**src/rtl/tx_serial.sv**
```systemverilog
// tx_serial: asynchronous-serial transmitter with a parity bit.
//
// Frame on saida_serial: start bit (0), N_BITS data bits LSB first, parity bit,
// stop bit (1). Each bit lasts CLOCK_HZ / BAUD_RATE clock cycles.
//
// Parameters:
//   BAUD_RATE - serial bit rate in bit/s
//   CLOCK_HZ  - clock frequency in Hz
//   N_BITS    - data bits per frame
//   PARITY    - 1 = odd parity, 0 = even parity
//
// Ports:
//   clock        - single clock, all state updates on its rising edge
//   reset        - synchronous, active-low reset
//   partida      - start request, level-sampled while idle
//   dados        - word to send, latched when a start request is accepted
//   saida_serial - registered serial line, idle high
//   ocupado      - high from the first start-bit cycle to the last stop-bit cycle
//   pronto       - one-cycle pulse marking frame completion
module tx_serial #(
  parameter int unsigned BAUD_RATE = 9600,
  parameter int unsigned CLOCK_HZ  = 50_000_000,
  parameter int unsigned N_BITS    = 8,
  parameter int unsigned PARITY    = 1
) (
  input  logic              clock,
  input  logic              reset,
  input  logic              partida,
  input  logic [N_BITS-1:0] dados,
  output logic              saida_serial,
  output logic              ocupado,
  output logic              pronto
);

  localparam int unsigned CLK_P_BIT = CLOCK_HZ / BAUD_RATE;
  localparam int unsigned TICK_W    = (CLK_P_BIT > 1) ? $clog2(CLK_P_BIT) : 1;
  localparam int unsigned BIT_W     = (N_BITS > 1) ? $clog2(N_BITS) : 1;

  localparam logic [TICK_W-1:0] TICK_LAST = TICK_W'(CLK_P_BIT - 1);
  localparam logic [BIT_W-1:0]  BIT_LAST  = BIT_W'(N_BITS - 1);

  typedef enum logic [2:0] {
    StIdle,
    StStart,
    StData,
    StParityBit,
    StStop,
    StDone
  } state_e;

  state_e              state_q;
  logic [TICK_W-1:0]   tick_q;
  logic [BIT_W-1:0]    bit_q;
  logic [N_BITS-1:0]   shift_q;
  logic                parity_q;
  logic                line_q;
  logic                busy_q;
  logic                done_q;

  logic tick_end;
  logic accept;
  logic parity_in;

  assign tick_end  = (tick_q == TICK_LAST);
  assign parity_in = (PARITY != 0) ? ~^dados : ^dados;

  // DONE also accepts a held request so back-to-back frames are separated by
  // only the single high DONE cycle.
  assign accept = partida && ((state_q == StIdle) || (state_q == StDone));

  always_ff @(posedge clock) begin
    if (!reset) begin
      state_q  <= StIdle;
      tick_q   <= '0;
      bit_q    <= '0;
      shift_q  <= '0;
      parity_q <= 1'b0;
      line_q   <= 1'b1;
      busy_q   <= 1'b0;
      done_q   <= 1'b0;
    end else begin
      done_q <= 1'b0;
      if (accept) begin
        state_q  <= StStart;
        shift_q  <= dados;
        parity_q <= parity_in;
        tick_q   <= '0;
        bit_q    <= '0;
        line_q   <= 1'b0;
        busy_q   <= 1'b1;
      end else begin
        // Tick counter runs only while a bit is on the line.
        if ((state_q == StStart) || (state_q == StData) ||
            (state_q == StParityBit) || (state_q == StStop)) begin
          tick_q <= tick_end ? '0 : tick_q + TICK_W'(1);
        end
        unique case (state_q)
          StIdle: begin
            line_q <= 1'b1;
            busy_q <= 1'b0;
          end
          StStart: begin
            if (tick_end) begin
              state_q <= StData;
              line_q  <= shift_q[0];
              shift_q <= shift_q >> 1;
            end
          end
          StData: begin
            if (tick_end) begin
              if (bit_q == BIT_LAST) begin
                state_q <= StParityBit;
                bit_q   <= '0;
                line_q  <= parity_q;
              end else begin
                bit_q   <= bit_q + BIT_W'(1);
                line_q  <= shift_q[0];
                shift_q <= shift_q >> 1;
              end
            end
          end
          StParityBit: begin
            if (tick_end) begin
              state_q <= StStop;
              line_q  <= 1'b1;
            end
          end
          StStop: begin
            if (tick_end) begin
              state_q <= StDone;
              line_q  <= 1'b1;
              busy_q  <= 1'b0;
              done_q  <= 1'b1;
            end
          end
          StDone: begin
            state_q <= StIdle;
          end
          default: begin
            state_q <= StIdle;
            line_q  <= 1'b1;
            busy_q  <= 1'b0;
          end
        endcase
      end
    end
  end

  assign saida_serial = line_q;
  assign ocupado      = busy_q;
  assign pronto       = done_q;

endmodule

```
**config.mk**
```make
export PLATFORM = sky130hd
export DESIGN_NAME = tx_serial
export DESIGN_NICKNAME = d
export VERILOG_FILES = /design/src/rtl/tx_serial.sv
export SDC_FILE = /design/constraint.sdc
export NUM_CORES = 1
export LEC_CHECK = 0
export ABC_AREA = 0
export BUFFER_PORTS_ARGS = -buffer_cell sky130_fd_sc_hd__buf_2
export CAP_MARGIN = 10
export CORE_MARGIN = 2
export CORE_UTILIZATION = 45
export CTS_CLUSTER_SIZE = 14
export DETAILED_ROUTE_END_ITERATION = 10
export PLACE_DENSITY_LB_ADDON = 0.3
export SLEW_MARGIN = 20
export SYNTH_ARGS = -nofsm -noshare
export SYNTH_HDL_FRONTEND = slang
export SYNTH_SLANG_ARGS = --single-unit
```
**constraint.sdc**
```tcl
create_clock -name clock -period 3.8 [get_ports clock]
set_input_delay 0.57 -clock clock [delete_from_list [all_inputs] [get_ports clock]]
set_output_delay 0.57 -clock clock [all_outputs]
set_load 0.02 [all_outputs]
```
=== Yosys cells after proc, flatten, opt, wreduce, memory -nomap -nowiden ===
Cells that the tools add are included.
W data, S select, Z words.

* Flip-flop bits (word level): 31
* Latch bits: 0
* Memory bits (writable): 0
* Memory bits (read-only): 0
* Input bits: 11
* Output and inout port bits: 3
* Logic and storage cells: 78
* Memories: 0

* $add $sub $neg: 2
* $mul: 0
* Div/mod/pow operators: 0
* Order comparisons: 0
* Equality and inequality tests: 22
* Shift operators: 0
* Multiplexer cells: 24
* Bitwise operators: 3
* Reductions and logical operators: 18

{| class="wikitable"
|+ Operator list
! cell !! count
|-
| $mux W8 || 4
|-
| $mux W3 || 6
|-
| $pmux W8 S2 || 1
|-
| $ne A3 B3 Y1 const B || 5
|-
| $pmux W3 S5 || 1
|-
| $add A13 B1 Y13 const B || 1
|-
| $eq A13 B13 Y1 const B || 1
|-
| $mux W13 || 1
|-
| $ne A2 B2 Y1 const B || 6
|-
| $reduce_and A6 Y1 || 2
|-
| $eq A3 B3 Y1 const B || 3
|-
| $mux W1 || 9
|-
| $reduce_and A4 Y1 || 2
|-
| $reduce_xnor A8 Y1 || 1
|-
| $eq A3 B2 Y1 const B || 2
|-
| $logic_or A1 B1 Y1 || 4
|-
| $ne A2 B1 Y1 const B || 2
|-
| $pmux W1 S4 || 1
|-
| $reduce_and A2 Y1 || 2
|-
| $reduce_or A2 Y1 || 2
|-
| $reduce_or A4 Y1 || 1
|-
| $add A3 B1 Y3 const B || 1
|-
| $eq A3 B1 Y1 const B || 1
|-
| $logic_not A3 Y1 || 1
|-
| 7 further kinds || 9
|}

=== Logic depth before layout (Yosys ltp) ===
Gate-level depths: netlist of the first run.

* Depth after elaboration: 5
* Mapped depth: 7
* Depth with buffers taken out: 6

=== Worst setup path after synthesis of the first run ===
Ideal clock, no wire load.

* Path kind: input to register
* From: input port partida
* To: register shift_q[4]
* Setup time: 0.091 ns
* Data arrival time: 1.705 ns
* Data required time: 3.709 ns
* Slack: 2.004 ns
* Stages on the path: 6
* Path buffers: 1
* Path through: inv_1 > maj3_1 > o32ai_2 > buf_2 > a21oi_1 > a311oi_1

* Longest elaborated chain between the ends: 3

{| class="wikitable"
|+ Ends and longest elaborated chain
! item !! line !! text
|-
| from (decl) || 28 || <nowiki>input logic partida,</nowiki>
|-
| $logic_and A1 B1 Y1 * || 69 || <nowiki>assign accept = partida && ((state_q == StIdle) || (state_q == StDone));</nowiki>
|-
| $ne A3 B3 Y1 (no line) or $reduce_bool A3 Y1 (tied branches) || -- ||
|-
| $reduce_and A4 Y1 (no line) || -- ||
|-
| to (signal assigned) || 85 || <nowiki>shift_q <= dados;</nowiki>
|-
| to (signal assigned) || 106 || <nowiki>shift_q <= shift_q >> 1;</nowiki>
|-
| to (signal assigned) || 118 || <nowiki>shift_q <= shift_q >> 1;</nowiki>
|-
| to (decl) || 54 || <nowiki>logic [N_BITS-1:0] shift_q;</nowiki>
|}

Mark *: on every way between the ends. The rest lies on a longest branch, timed or not.
A chain may end at the register's enable or synchronous reset.

=== Final worst setup path of the first run ===
* From: register state_q[0]
* To: register shift_q[4]

* Longest elaborated chain between the ends: 5

{| class="wikitable"
|+ Ends and longest elaborated chain
! item !! line !! text
|-
| from (decl) || 51 || <nowiki>state_e state_q;</nowiki>
|-
| from (signal assigned) || 73 || <nowiki>state_q <= StIdle;</nowiki>
|-
| from (signal assigned) || 84 || <nowiki>state_q <= StStart;</nowiki>
|-
| from (signal assigned) || 104 || <nowiki>state_q <= StData;</nowiki>
|-
| $eq A3 B3 Y1 or $logic_not A3 Y1 (tied branches) || 69 ||
|-
| $logic_or A1 B1 Y1 || 69 ||
|-
| $logic_and A1 B1 Y1 || 69 ||
|-
| $ne A3 B3 Y1 (no line) or $reduce_bool A3 Y1 (tied branches) || -- ||
|-
| $reduce_and A4 Y1 (no line) || -- ||
|}

Parallel ways exist; a longest one is shown, timed or not.

==> run_results.csv, run 1 <==
group,metric,value,unit
setup_path,end_kind,"flop",
worst_hold_path,hold_path.class,"flop to flop",
yosys,ys_types,48,
yosys,synthAdderAreaFrac,2.874,%
sta,period_needed,2.279,ns
pwr,p_leak,0.6540,nW
placed_design,hpwl,2.376,mm
setup_path,crit_path_max_fanout,15,
yosys,yosys_warnings,0,
clocking,path_clk_slew,0.06,ns
yosys,syn_avg_cell_area,9.039,um^2
sta,drv_slew,0,
setup_path,path_class,"flop to flop",
global_routing,grt_pass1_wl,5.796,mm
clocking,cts_max_level,2,
clocking,cts_tree,"built",
sta,finalHoldViolCount,0,
sta,worst_pin_slew,0.9231,ns
global_routing,grt_use_total,18.10,%
run,drv_cap,0,
placed_design,gp_congestion,0.7567,
route,finalWirelength,3.170,mm
yosys,ys_seq_area_share,37.52,%
yosys,synth_compound_area_share,14.07,%
route,firstDrtPassIters,4,
layout,nets,209,
floorplan,top_level_ports,14,
yosys,synth_xor_area_share,10.06,%
clocking,cts_buffers,5,
pwr,power_density,384.2,nW/um^2
yosys,netlist_instances,183,
yosys,synth_top_area_cell,"dfxtp_1",
run_status,status,"finished, final reports clean",
floorplan,start_util,45.87,%
yosys,synth_fp_nets,197,
route,vias,1306,
clocking,clk_latency,0.28,ns
floorplan,core-area,3606,um^2
yosys,synth_top_area_share,37.52,%
route,viasPerCell,5.374,
sta,tns,0,ns
clocking,cts_hold_buffers,0,
floorplan,die_area,4176,um^2
clocking,ctsResizeCount,0,
yosys,synthTopCellsByArea,"dfxtp_1, xnor2_1, mux2i_1",
route,routedWlPerCell,13.05,um
clocking,clockBufferDepth,2,
floorplan,fp.dieH,64.63,um
sta,finalCritPeriodShare,59.96,%
yosys,synth_mux_area_share,7.262,%
yosys,synth-edff-count,0,
sta,rsz0062_at_grt,"false",
placed_design,port_buffers,13,
pwr,ir_drop,0.2157,mV
setup_path,worst_setup_path_start_kind,"flop",
clocking,cts_root_buf,"clkbuf_8",
yosys,synth.cell_area,1654,um^2
yosys,async_reset_ff_share,0,%
global_routing,antenna_found_initial,0,
floorplan,die_w,64.63,um
yosys,ys_ff_latch,31,
clocking,clock_sinks,31,
global_routing,grt_max_degree,16,
yosys,yosys.area_share.simple,24.36,%
layout,drive_gt1_share,16.41,%
sta,maxSlewHeadroom,38.46,%
setup_path,crit_arrival,2.46,ns
route,drtAntennaViolNets,0,
setup_path,cp.required,3.98,ns
sta,skew,0.003962,ns
yosys,synth-main-ff-cell,"dfxtp_1",
sta,finalSetupViolCount,0,
route,drc,0,
pwr,finalPower,0.7013,mW
global_routing,overflow,0,
floorplan,placementRows,22,
layout,synthToLayoutAreaGrowth,10.36,%
sta,clock.fmax,0.4389,GHz
global_routing,grt_pass1_vias,1299,
setup_path,r2r_slack,1.52,ns
route,drtIter0Drc,48,
clocking,postCtsSetupBuffers,0,
layout,antennaDiodeCount,0,
yosys,synth_top_family_by_area,"simple AND/OR/NAND/NOR gates",
placed cells by master (no fill, tap or decap), drive strengths merged, types with 4 or more instances in the layout:
cell type   n
a311oi      7
dfxtp      31
xor2        4
nand2      15
nand3       8
clkbuf      6
nor3        6
buf        14
a21oi      15
nor2       18
mux2i      12
xnor2      15
worst max-delay path: stages, from the launching register on:
cell and delay [ns]:
dfxtp_1 0.60, xor2_1 0.14, nor3_2 0.48, nand2b_1 0.52, a21oi_1 0.15, a311oi_1 0.30
sequential cells by signal, summed over array words and instances (netlist names):
name,count
pronto,1
parity_q,1
shift_q,8
bit_q,3
tick_q,13
ocupado,1
state_q,3
saida_serial,1
cell type report:
type	instances	area, um^2
clock buffers	6	82.58
flip-flops and latches	31	620.6
clock inverters	1	5.005
well taps	48	60.06
multi-input cells	139	969.7
inverters	4	15.01
fillers	331	1780
repair buffers	14	72.57
per-stage QoR:
stage | hold WS (ns) | instance area, um^2 | util (%) | worst slack, ns | cells
3_5_place_dp | 0.4647 | 1738 | 48.20 | 1.474 | 236
5_1_grt | 0.4815 | 1826 | 50.62 | 1.253 | 243
4_1_cts | 0.4726 | 1826 | 50.62 | 1.525 | 243
3_3_place_gp | 0.4487 | 1738 | 48.20 | 1.562 | 236
6_report | 0.4676 | 1826 | 50.62 | 1.521 | 243
2_1_floorplan | 0.4356 | 1654 | - | 2.004 | 183
cells in the mapped netlist, drive strengths merged, types with 2 or more instances:
| master | n |
|---|---|
| nand2 | 15 |
| nand3 | 8 |
| clkbuf | 5 |
| nand2b | 3 |
| xnor2 | 15 |
| xor2 | 4 |
| a311oi | 7 |
| inv | 3 |
| nand4 | 2 |
| ha | 3 |
| nor4 | 3 |
| and3 | 3 |
| nor2 | 18 |
| a21oi | 15 |
| buf | 4 |
| mux2i | 12 |
| dfxtp | 31 |
| and2 | 2 |
| o21ai | 2 |
| nor3 | 6 |
| or3 | 2 |
power by group:
group	leakage (nW)	switching, mW	internal [mW]
Clock	0.0470	0.114	0.142
Combinational	0.355	0.0520	0.0426
Sequential	0.252	0.0121	0.339
Total	0.654	0.178	0.524
layer usage:
metal	track usage, %	share of wire, %	vias to the layer above	wire length, um
met5	0	0	-	0
met1	21.06	47	598	1496
met3	3.646	2.7	7	86
li1	-	-	679	-
met2	31.25	48	22	1512
met4	9.574	2.4	0	75
final timing paths:
kind	end	start	cells past startpoint
min	bit_q[1]$_SDFFE_PP0P_	bit_q[1]$_SDFFE_PP0P_	2
max reg2reg	shift_q[4]$_SDFFE_PN0P_	state_q[0]$_SDFFE_PN0P_	5
max	shift_q[4]$_SDFFE_PN0P_	state_q[0]$_SDFFE_PN0P_	5
min reg2reg	bit_q[1]$_SDFFE_PP0P_	bit_q[1]$_SDFFE_PP0P_	2
logic make-up (layout without fill, tap and decap cells):
family / Yosys count / after routing
flip-flops: 31 / 31
adder cells (fa/ha/maj): 4 / 4
XOR/XNOR: 19 / 19
AO/OA/AOI/OAI: 33 / 33
AND/OR/NAND/NOR: 71 / 71
multiplexers: 12 / 12
buffers and inverters: 13 / 25
Note: power is estimated with default switching activity, not from simulation.
==> run 2, diff against run 1 <==
- clock period: 3.8 -> 1.85 ns (I/O delays scaled with it)
==> run 2 against run 1 <==
  * Setup slack got worse by 1.4 ns
  * Maximum frequency rose by 30%
  * Via count grew 7.7%
  * Sequential power up 100%
  * Highest routed layer unchanged
==> run_results.csv, run 2 (synthesized netlist as in run 1, its figures left out) <==
group,metric,value,unit
run_status,status,"finished, final reports clean",
run,drv_cap,0,
global_routing,grt_pass1_wl,6.106,mm
sta,maxSlewHeadroom,77.17,%
pwr,power_density,741.8,nW/um^2
setup_path,crit_arrival,1.96,ns
setup_path,path_class,"flop to flop",
pwr,p_leak,0.7242,nW
layout,top_regs,"tick_q (13), shift_q (8)",
pwr,ir_drop,0.4523,mV
setup_path,end_kind,"flop",
placed_design,port_buffers,13,
route,routed.top_layer,"met4",
sta,skew,0.003221,ns
route,drtAntennaViolNets,0,
global_routing,overflow,0,
route,viasPerCell,5.432,
setup_path,worst_setup_path_start_kind,"flop",
sta,tns,0,ns
sta,rsz0062_at_grt,"true",
clocking,clock_sinks,31,
floorplan,fp.dieH,64.63,um
layout,synthToLayoutAreaGrowth,17.32,%
route,wl_met3,177,um
setup_path,slowest_delay,0.56,ns
floorplan,die_w,64.63,um
clocking,path_clk_slew,0.06,ns
clocking,cts_max_level,2,
route,routedWlPerCell,13.07,um
pwr,finalPower,1.440,mW
global_routing,grt_use_total,18.45,%
route,drc,0,
layout,largest_register,"tick_q",
placed_design,dp_cells,247,
layout,largest_reg_flops,13,
floorplan,die_area,4176,um^2
route,wl_met2,1.559,mm
floorplan,core-area,3606,um^2
clocking,cts_tree,"built",
setup_path,cp.required,2.06,ns
route,drtIter0Drc,73,
global_routing,antenna_found_initial,0,
sta,finalSetupViolCount,0,
clocking,cts_root_buf,"clkbuf_8",
layout,antennaDiodeCount,0,
setup_path,crit_chain,"or4b_4, nor4_4, nand2_2, or3_1, a21oi_2",
global_routing,grt_max_degree,16,
route,finalWirelength,3.386,mm
layout,fin_util,53.82,%
sta,drv_slew,0,
layout,layout_common_cells,"dfxtp_1, nor2_1, xnor2_1, buf_4",
floorplan,top_level_ports,14,
clocking,cts_buffers,5,
clocking,cts_hold_buffers,0,
worst_hold_path,hold_path.class,"input pin to flop",
layout,fill_cells,349,
sta,finalCritPeriodShare,94.40,%
route,vias,1407,
route,met1_length,1.602,mm
route,firstDrtPassIters,4,
placed_design,hpwl,2.494,mm
clocking,clk_latency,0.28,ns
sta,period_needed,1.746,ns
layout,nets,224,
placed_design,gp_congestion,0.7830,
clocking,clockBufferDepth,2,
setup_path,crit_slowest_cell,"or4b_4",
floorplan,placementRows,22,
sta,clock.fmax,0.5726,GHz
layout,final_common_cell,"dfxtp_1",
floorplan,start_util,45.87,%
sta,finalHoldViolCount,0,
global_routing,grt_pass1_vias,1361,
sta,whs,0.2535,ns
layout,finalNonFillerCells,259,
sta,worst_pin_slew,0.3393,ns
layout,drive_gt1_share,22.27,%
setup_path,crit_family,"simple AND/OR/NAND/NOR gates",
setup_path,path_buf_inv,0,
setup_path,crit_path_max_fanout,4,
run 2: changes by cell type in the layout (fill, tap and decap cells not counted):
cell	previous run	this run
a211oi_1	1	0
buf_6	0	1
a211oi_2	0	1
clkbuf_1	0	2
clkbuf_8	6	5
buf_4	1	15
run 2: path summary, 6_finish.rpt:
check | from | to | slack [ns] | cells after the start
worst min-delay path | dados[7] | shift_q[7]$_SDFFE_PN0P_ | 0.25 | 3
worst max-delay path | tick_q[5]$_SDFFE_PP0P_ | bit_q[0]$_SDFFE_PP0P_ | 0.10 | 5
worst min register to register | parity_q$_SDFFE_PN0P_ | parity_q$_SDFFE_PN0P_ | 0.46 | 2
worst max register to register | tick_q[5]$_SDFFE_PP0P_ | bit_q[0]$_SDFFE_PP0P_ | 0.10 | 5
run 2: metal layers:
layer | vias to the layer above | track usage, %
met2 | 39 | 29.82
li1 | 711 | -
met1 | 651 | 23.08
met5 | - | 0
met4 | 0 | 7.713
met3 | 6 | 5.208
run 2: worst register-to-register path: cells and delay by family, from the launching register on:
family | cells | cell delay (ns)
simple gates | 4 | 1.22
flops | 1 | 0.34
compound gates | 1 | 0.13
run 2: what timing repair did:
| item | CTS | global route |
|---|---|---|
| resized for setup | 0 | 2 |
| buffers inserted | 0 | 4 |
| setup endpoints to repair | 0 | 11 |
run 2: area by class of cell:
type / instances / area (um^2) / area share, %
Multi-Input combinational cell: 139 / 974.7 / 50.23
Sequential cell: 31 / 620.6 / 31.98
Timing Repair Buffer: 29 / 188.9 / 9.736
Clock buffer: 7 / 76.32 / 3.933
Tap cell: 48 / 60.06 / 3.095
Inverter: 4 / 15.01 / 0.7737
Clock inverter: 1 / 5.005 / 0.2579
run 2: through the flow:
stage	area, um^2	setup slack [ns]
2_1_floorplan	1654	0.07914
3_3_place_gp	1821	0.07327
3_5_place_dp	1821	0.02907
4_1_cts	1902	0.01638
5_1_grt	1941	-0.009391
6_report	1941	0.1036
run 2: power by group:
group          leakage [nW]  switching [mW]  internal [mW]  total, mW
combinational         0.430           0.118          0.104      0.222
clock                0.0422           0.238          0.263      0.502
sequential            0.252          0.0190          0.697      0.716
total                 0.724           0.376           1.06       1.44
